==> config.mk <==
export PLATFORM = sky130hd
export DESIGN_NAME = sipo_deser_rx
export DESIGN_NICKNAME = d
export VERILOG_FILES = /design/src/rtl/sipo_deser_rx_pkg.sv /design/src/rtl/sipo_shift_core.sv /design/src/rtl/sipo_deser_rx.sv
export SDC_FILE = /design/constraint.sdc
export NUM_CORES = 1
export LEC_CHECK = 0
export CAP_MARGIN = 10
export CORE_MARGIN = 1.5
export CORE_UTILIZATION = 46
export DETAILED_ROUTE_END_ITERATION = 16
export PLACE_DENSITY = 0.75
export SYNTH_ARGS = -nofsm -noshare
export SYNTH_HDL_FRONTEND = slang
export SYNTH_HIERARCHICAL = 1
export SYNTH_SLANG_ARGS = --single-unit
==> constraint.sdc <==
create_clock -name clk -period 1.7 [get_ports clk]
set_clock_uncertainty 0.1 [all_clocks]
set_input_delay 0.34 -clock clk [delete_from_list [all_inputs] [get_ports clk]]
set_output_delay 0.34 -clock clk [all_outputs]
set_load 0.03 [all_outputs]
==> src/rtl/sipo_deser_rx_pkg.sv <==
// Shared constants and helpers for the serial-to-parallel receiver.
package sipo_deser_rx_pkg;

    // Width of a bit counter that must hold 0..n-1 (never narrower than one bit).
    function automatic int cw_of(input int n);
        return (n <= 2) ? 1 : $clog2(n);
    endfunction

endpackage

==> src/rtl/sipo_shift_core.sv <==
// Shift register plus bit counter: assembles serial bits into one N-bit word.
module sipo_shift_core
    import sipo_deser_rx_pkg::*;
#(
    parameter int N         = 8,
    parameter bit MSB_FIRST = 1'b1,
    localparam int CW       = cw_of(N)
) (
    input  logic          clk,
    input  logic          rst_n,
    input  logic          en,
    input  logic          SI,
    input  logic          clr,
    output logic [CW-1:0] bit_cnt,
    output logic          word_done,
    output logic [N-1:0]  word
);

    localparam logic [CW-1:0] LAST_BIT = CW'(N - 1);

    logic [N-1:0]  sh_q, sh_d;
    logic [CW-1:0] cnt_q, cnt_d;
    logic          strobe;

    // Resync discards the strobe on the same cycle.
    assign strobe = en & ~clr;

    // Next-state shift value, completion detect and counter wrap.
    always_comb begin
        // NOTE: every variable gets a default first, so no path leaves it unassigned and no latch is inferred.
        sh_d      = sh_q;
        cnt_d     = cnt_q;
        word      = MSB_FIRST ? {sh_q[N-2:0], SI} : {SI, sh_q[N-1:1]};
        word_done = strobe && (cnt_q == LAST_BIT);
        if (clr) begin
            sh_d  = '0;
            cnt_d = '0;
        end else if (en) begin
            sh_d  = word;
            cnt_d = (cnt_q == LAST_BIT) ? '0 : cnt_q + CW'(1);
        end
    end

    // Shift state registers with synchronous active-low reset.
    always_ff @(posedge clk) begin
        // NOTE: non-blocking assignments so every flop samples pre-edge values regardless of block order.
        if (!rst_n) begin
            sh_q  <= '0;
            cnt_q <= '0;
        end else begin
            sh_q  <= sh_d;
            cnt_q <= cnt_d;
        end
    end

    assign bit_cnt = cnt_q;

endmodule

==> src/rtl/sipo_deser_rx.sv <==
// Serial receiver: shift core feeding a one-entry valid/ready holding register with sticky overrun.
module sipo_deser_rx
    import sipo_deser_rx_pkg::*;
#(
    parameter int N         = 8,
    parameter bit MSB_FIRST = 1'b1,
    localparam int CW       = cw_of(N)
) (
    input  logic          clk,
    input  logic          rst_n,
    input  logic          en,
    input  logic          SI,
    input  logic          sync,
    output logic [N-1:0]  dout,
    output logic          dout_valid,
    input  logic          dout_ready,
    output logic [CW-1:0] bit_cnt,
    output logic          overrun,
    input  logic          ovr_clr
);

    logic          word_done;
    logic [N-1:0]  word;
    logic [N-1:0]  hold_q, hold_d;
    logic          valid_q, valid_d;
    logic          ovr_q, ovr_d;

    sipo_shift_core #(
        .N         (N),
        .MSB_FIRST (MSB_FIRST)
    ) u_core (
        .clk       (clk),
        .rst_n     (rst_n),
        .en        (en),
        .SI        (SI),
        .clr       (sync),
        .bit_cnt   (bit_cnt),
        .word_done (word_done),
        .word      (word)
    );

    // Holding register: consume, load (possibly on the consume edge) or drop-and-flag overrun.
    always_comb begin
        hold_d  = hold_q;
        valid_d = valid_q;
        ovr_d   = ovr_q;
        if (valid_q && dout_ready) begin
            valid_d = 1'b0;
        end
        if (ovr_clr) begin
            ovr_d = 1'b0;
        end
        if (word_done) begin
            if (!valid_q || dout_ready) begin
                hold_d  = word;
                valid_d = 1'b1;
            end else begin
                // Set beats a simultaneous clear.
                ovr_d = 1'b1;
            end
        end
    end

    // Output-side registers with synchronous active-low reset.
    always_ff @(posedge clk) begin
        if (!rst_n) begin
            hold_q  <= '0;
            valid_q <= 1'b0;
            ovr_q   <= 1'b0;
        end else begin
            hold_q  <= hold_d;
            valid_q <= valid_d;
            ovr_q   <= ovr_d;
        end
    end

    assign dout       = hold_q;
    assign dout_valid = valid_q;
    assign overrun    = ovr_q;

endmodule

# Yosys cells after proc, flatten, opt, wreduce, memory -nomap -nowiden
# Index checks and enable logic that the tools add are counted.
[word_totals]
reg_bits = 20
inputBits = 7
out_inout_bits = 13
wordCells = 23
[classes]
add_sub_neg = 1
eq_ne = 1
muxes = 7
bitwise = 3
reduce_logical = 6
[ops]
columns = ["operator", "n"]
rows = [
  ["two-way mux 1 bit", 6],
  ["adder 3 x 1 -> 3 bit, second input constant", 1],
  ["equality test 3 bit, second input constant", 1],
  ["two-way mux 3 bit", 1],
  ["logical AND 1 bit", 2],
  ["NOT 1 bit", 2],
  ["AND reduction 2 bit", 1],
  ["OR reduction 2 bit", 1],
  ["bitwise AND 1 bit", 1],
  ["zero test 1 bit", 1],
  ["logical OR 1 bit", 1],
]

# Logic depth before layout (Yosys ltp)
[depth]
word_depth = 4
ltp_mapped = 6
mapped_depth_nobuf = 5

# By module
# The synthesis kept the hierarchy.
[modules_own_cells]
columns = ["mod", "n_inst", "cells_per_inst", "area_per_inst_um2", "seq_area_each_um2"]
rows = [
  ["sipo_deser_rx", 1, 43, 411.6, 200.2],
  ["sipo_shift_core", 1, 38, 404.1, 200.2],
]

# Least setup slack after synthesis
# Ideal clock, no wire load.
[synth_timing]
path_kind = "reg-to-reg"
from = "register u_core.cnt_q[0], in the netlist u_core/bit_cnt[0]"
to = "register hold_q[0], in the netlist dout[0]"
setup_ps = 72
t_arrival_ps = 1477
t_required_ps = 1528
path_slack_ps = 51
stages_incl_launch_ff = 7
n_path_buf = 1
synth_period_minus_slack_ps = 1649
path_cell_list = "dfxtp_1 > ha_1 > ha_1 > and3b_1 > nor2b_2 > buf_6 > mux2i_1"
[synth_via]
elab_chain_len = 3
[synth_lines]
columns = ["element", "line", "source"]
rows = [
  ["from (decl)", "sipo_shift_core.sv:22", "logic [CW-1:0] cnt_q, cnt_d;"],
  ["from (signal assigned)", "sipo_shift_core.sv:52", "cnt_q <= cnt_d;"],
  ["equality test 3 bit", "sipo_shift_core.sv:34", "word_done = strobe && (cnt_q == LAST_BIT);"],
  ["logical AND 1 bit", "sipo_shift_core.sv:34", ""],
  ["named net word_done", "sipo_deser_rx.sv:22", "logic word_done;"],
  ["AND reduction 2 bit (no line)", "n/a", ""],
  ["to (signal assigned)", "sipo_deser_rx.sv:71", "hold_q <= hold_d;"],
  ["to (decl)", "sipo_deser_rx.sv:24", "logic [N-1:0] hold_q, hold_d;"],
]
# The timed path passes the listed nets, and every way through them passes these cells.
# A chain may end at the register's enable or synchronous reset.

# Worst setup path in the final report
# Same ends and word-level chain as after synthesis.

==> results.yml <==
route:
  vias: 568
  finalWirelength_um: 1380
  top_layer: "met4"
  first_pass_iters: 5
  drtAntennaViolNets: 0
  drt_iter0_markers: 7
  dr_wl_met2_um: 663
  m1WireLength_um: 643
  via_per_inst: 4.77
  wl_met3_um: 50
  drc: 0
  routedWlPerCell_um: 11.6
synth:
  netlist_instances: 81
  synth_area_um2: 816
  ys_seq_area_frac: 0.491
  synth_edf_count: 0
  synth_area_leaders: "dfxtp_1 (49%), mux2i_1 (21%), nand2_1 (7.4%), nor2_1 (4.1%), ha_1 (3.1%)"
  synth.top_cell.area_share: 0.491
  avgSynthCellArea_um2: 10.1
  ys_seq_elements: 20
  synth_nets: 90
  async_flop_share: 0
  synth.distinct_cells: 16
  synth-main-ff-cell: "dfxtp_1"
  ys_top_cells_by_count: "dfxtp_1 (20), mux2i_1 (17), nand2_1 (16), nor2_1 (9), buf_4 (3)"
  yosysTopAreaCell: "dfxtp_1"
  synth_warnings: 6
  synth_most_common_cell: "dfxtp_1"
power:
  internal-power_mw: 0.581
  leakage_nw: 0.467
  net-switching-power_mw: 0.162
  pwr-share-comb: 0.070
  p_clk_frac: 0.294
  peakVddDrop_mv: 0.544
  power_frac_seq: 0.637
  sw_frac_of_total: 0.218
  powerDensity_mw_per_mm2: 714
outcome:
  status: "finished, final reports clean"
finish:
  utilization: 0.616
  nets: 113
  instances_no_fill: 119
  antennaDiodeCount: 0
  drive_gt1_frac: 0.0980
  areaGrowthSynthToFinish_pct: 27.5
clock_tree:
  clock-sinks: 20
  numCtsBuffers: 3
  cts_root_buf: "clkbuf_4"
  cts_tree: "built"
  cts.reportedPaths.clkPinSlew_ns: 0.10
  htree_levels: 1
  insertion_delay_ns: 0.30
  post_cts_buffers: 0
  cts_buffer_depth: 2
placed_design:
  post-place-ws_ns: -0.0107
  dpl.cell_count: 116
  dp_hpwl_um: 1040
  io_buffers: 19
  place_congestion: 0.668
timing:
  rsz0062_at_grt: "false"
  hold_violations: 0
  finalSetupViolCount: 0
  slew_viol_final: 0
  slew-limit-headroom: 0.741
  final.setup.worst_slack_ns: 0.150
  holdWs_ns: 0.358
  worstMarginPinSlew_ns: 0.388
  fin_crit_sh: 0.912
  setup_tns_ns: 0
  layout_min_cycle_time_ns: 1.55
  fmax_ghz: 0.645
critical_path:
  path_common_cell: "ha_1"
  worst_setup_path_start_kind: "flip-flop"
  arrival_ns: 1.69
  path_cells: "ha_1 -> ha_1 -> and3b_1 -> nor2b_2 -> buf_12 -> mux2i_1"
  critPathSlowestCell: "dfxtp_1"
  critPathMaxStageDelay_ns: 0.38
  critPathMaxFanout: 8
  cp.required_ns: 1.84
  critical_path_class: "reg -> reg"
  cp_num_buf_inv: 1
  path_delay_family: "flip-flops"
  endpoint_kind: "flip-flop"
die:
  die_w_um: 45.1
  row_count: 15
  die_area_mm2: 0.00203
  die_h_um: 45.1
  io_pins: 20
  start_util: 0.483
  core_mm2: 0.00169
global_routing:
  antenna_found_initial: 0
  grt_use_total: 0.157
  grt_pass1_vias: 482
  grt_max_degree: 12
  grt_first_pass_wirelength_um: 2170
  gr-total-overflow: 0
flow_run:
  max_cap_violations: 0
worst_hold_path:
  hold_class: "reg -> reg"
sequential cells by signal, indices dropped and copies added, names as in the netlist:
register        count
dout                8
dout_valid          1
u_core/sh_q         7
u_core/bit_cnt      3
overrun             1
power by group through the flow:
stage | clock network, mW | registers [mW] | logic [mW]
global route | 0.243 | 0.474 | 0.0568
finish | 0.218 | 0.473 | 0.0519
global placement | 0 | 0.484 | 0.0522
CTS | 0.224 | 0.473 | 0.0526
detailed placement | 0 | 0.484 | 0.0533
floorplan | 0 | 0.486 | 0.0286
cell families after synthesis:
logic type / synth area share
compound gates: 0.0215
fa+ha+maj: 0.0307
buf+inv: 0.0537
flops: 0.491
mux: 0.209
simple gates: 0.195
per-layer routing:
metal | global-route usage | vias to the layer above
met4 | 0.106 | 0
met1 | 0.190 | 246
met3 | 0.0600 | 2
li1 | - | 306
met5 | 0 | -
met2 | 0.229 | 14
worst register-to-register path: cells and delay by family (launching register included):
family	cells	cell delay, ns
DFF	1	0.38
muxes	1	0.18
buffers and inverters	1	0.15
and+or+nand+nor	2	0.37
adders and majority gates	2	0.31
timing repair:
| item | CTS | global route |
|---|---|---|
| gates resized for setup | 13 | 0 |
| setup endpoints to repair | 13 | 0 |
| hold buffers | 0 | 0 |
cell type report:
type                       instances  area (um^2)
timing repair buffer              24          224
sequential                        20          400
tap                               17         21.3
multi-input combinational         55          372
fill                             155          649
clock buffer                       3         22.5
placed cells by master, fill, tap and decap left out, drive strengths merged:
cell type      count
clkdlybuf4s50      6
clkbuf             3
nor2               9
dlygate4sd2       13
nand2             16
ha                 2
and3b              1
buf                5
mux2i             17
dfxtp             20
or3b               1
o21a               1
nand2b             2
nor2b              4
a21oi              2
per-stage QoR:
stage | power [mW] | area [um^2]
after CTS | 0.750 | 1040
final | 0.743 | 1040
after floorplan | 0.515 | 816
after global placement | 0.536 | 1030
after detailed placement | 0.537 | 1030
after global routing | 0.774 | 1040
worst paths after layout:
path	from	end	slack, ns	cells after the start
hold / removal	dout[1]	dout[1]	0.36	2
hold reg to reg	dout[1]	dout[1]	0.36	2
setup / recovery	u_core/bit_cnt[0]	dout[0]	0.15	6
setup reg to reg	u_core/bit_cnt[0]	dout[0]	0.15	6
Note: power is estimated with default switching activity, not from simulation.
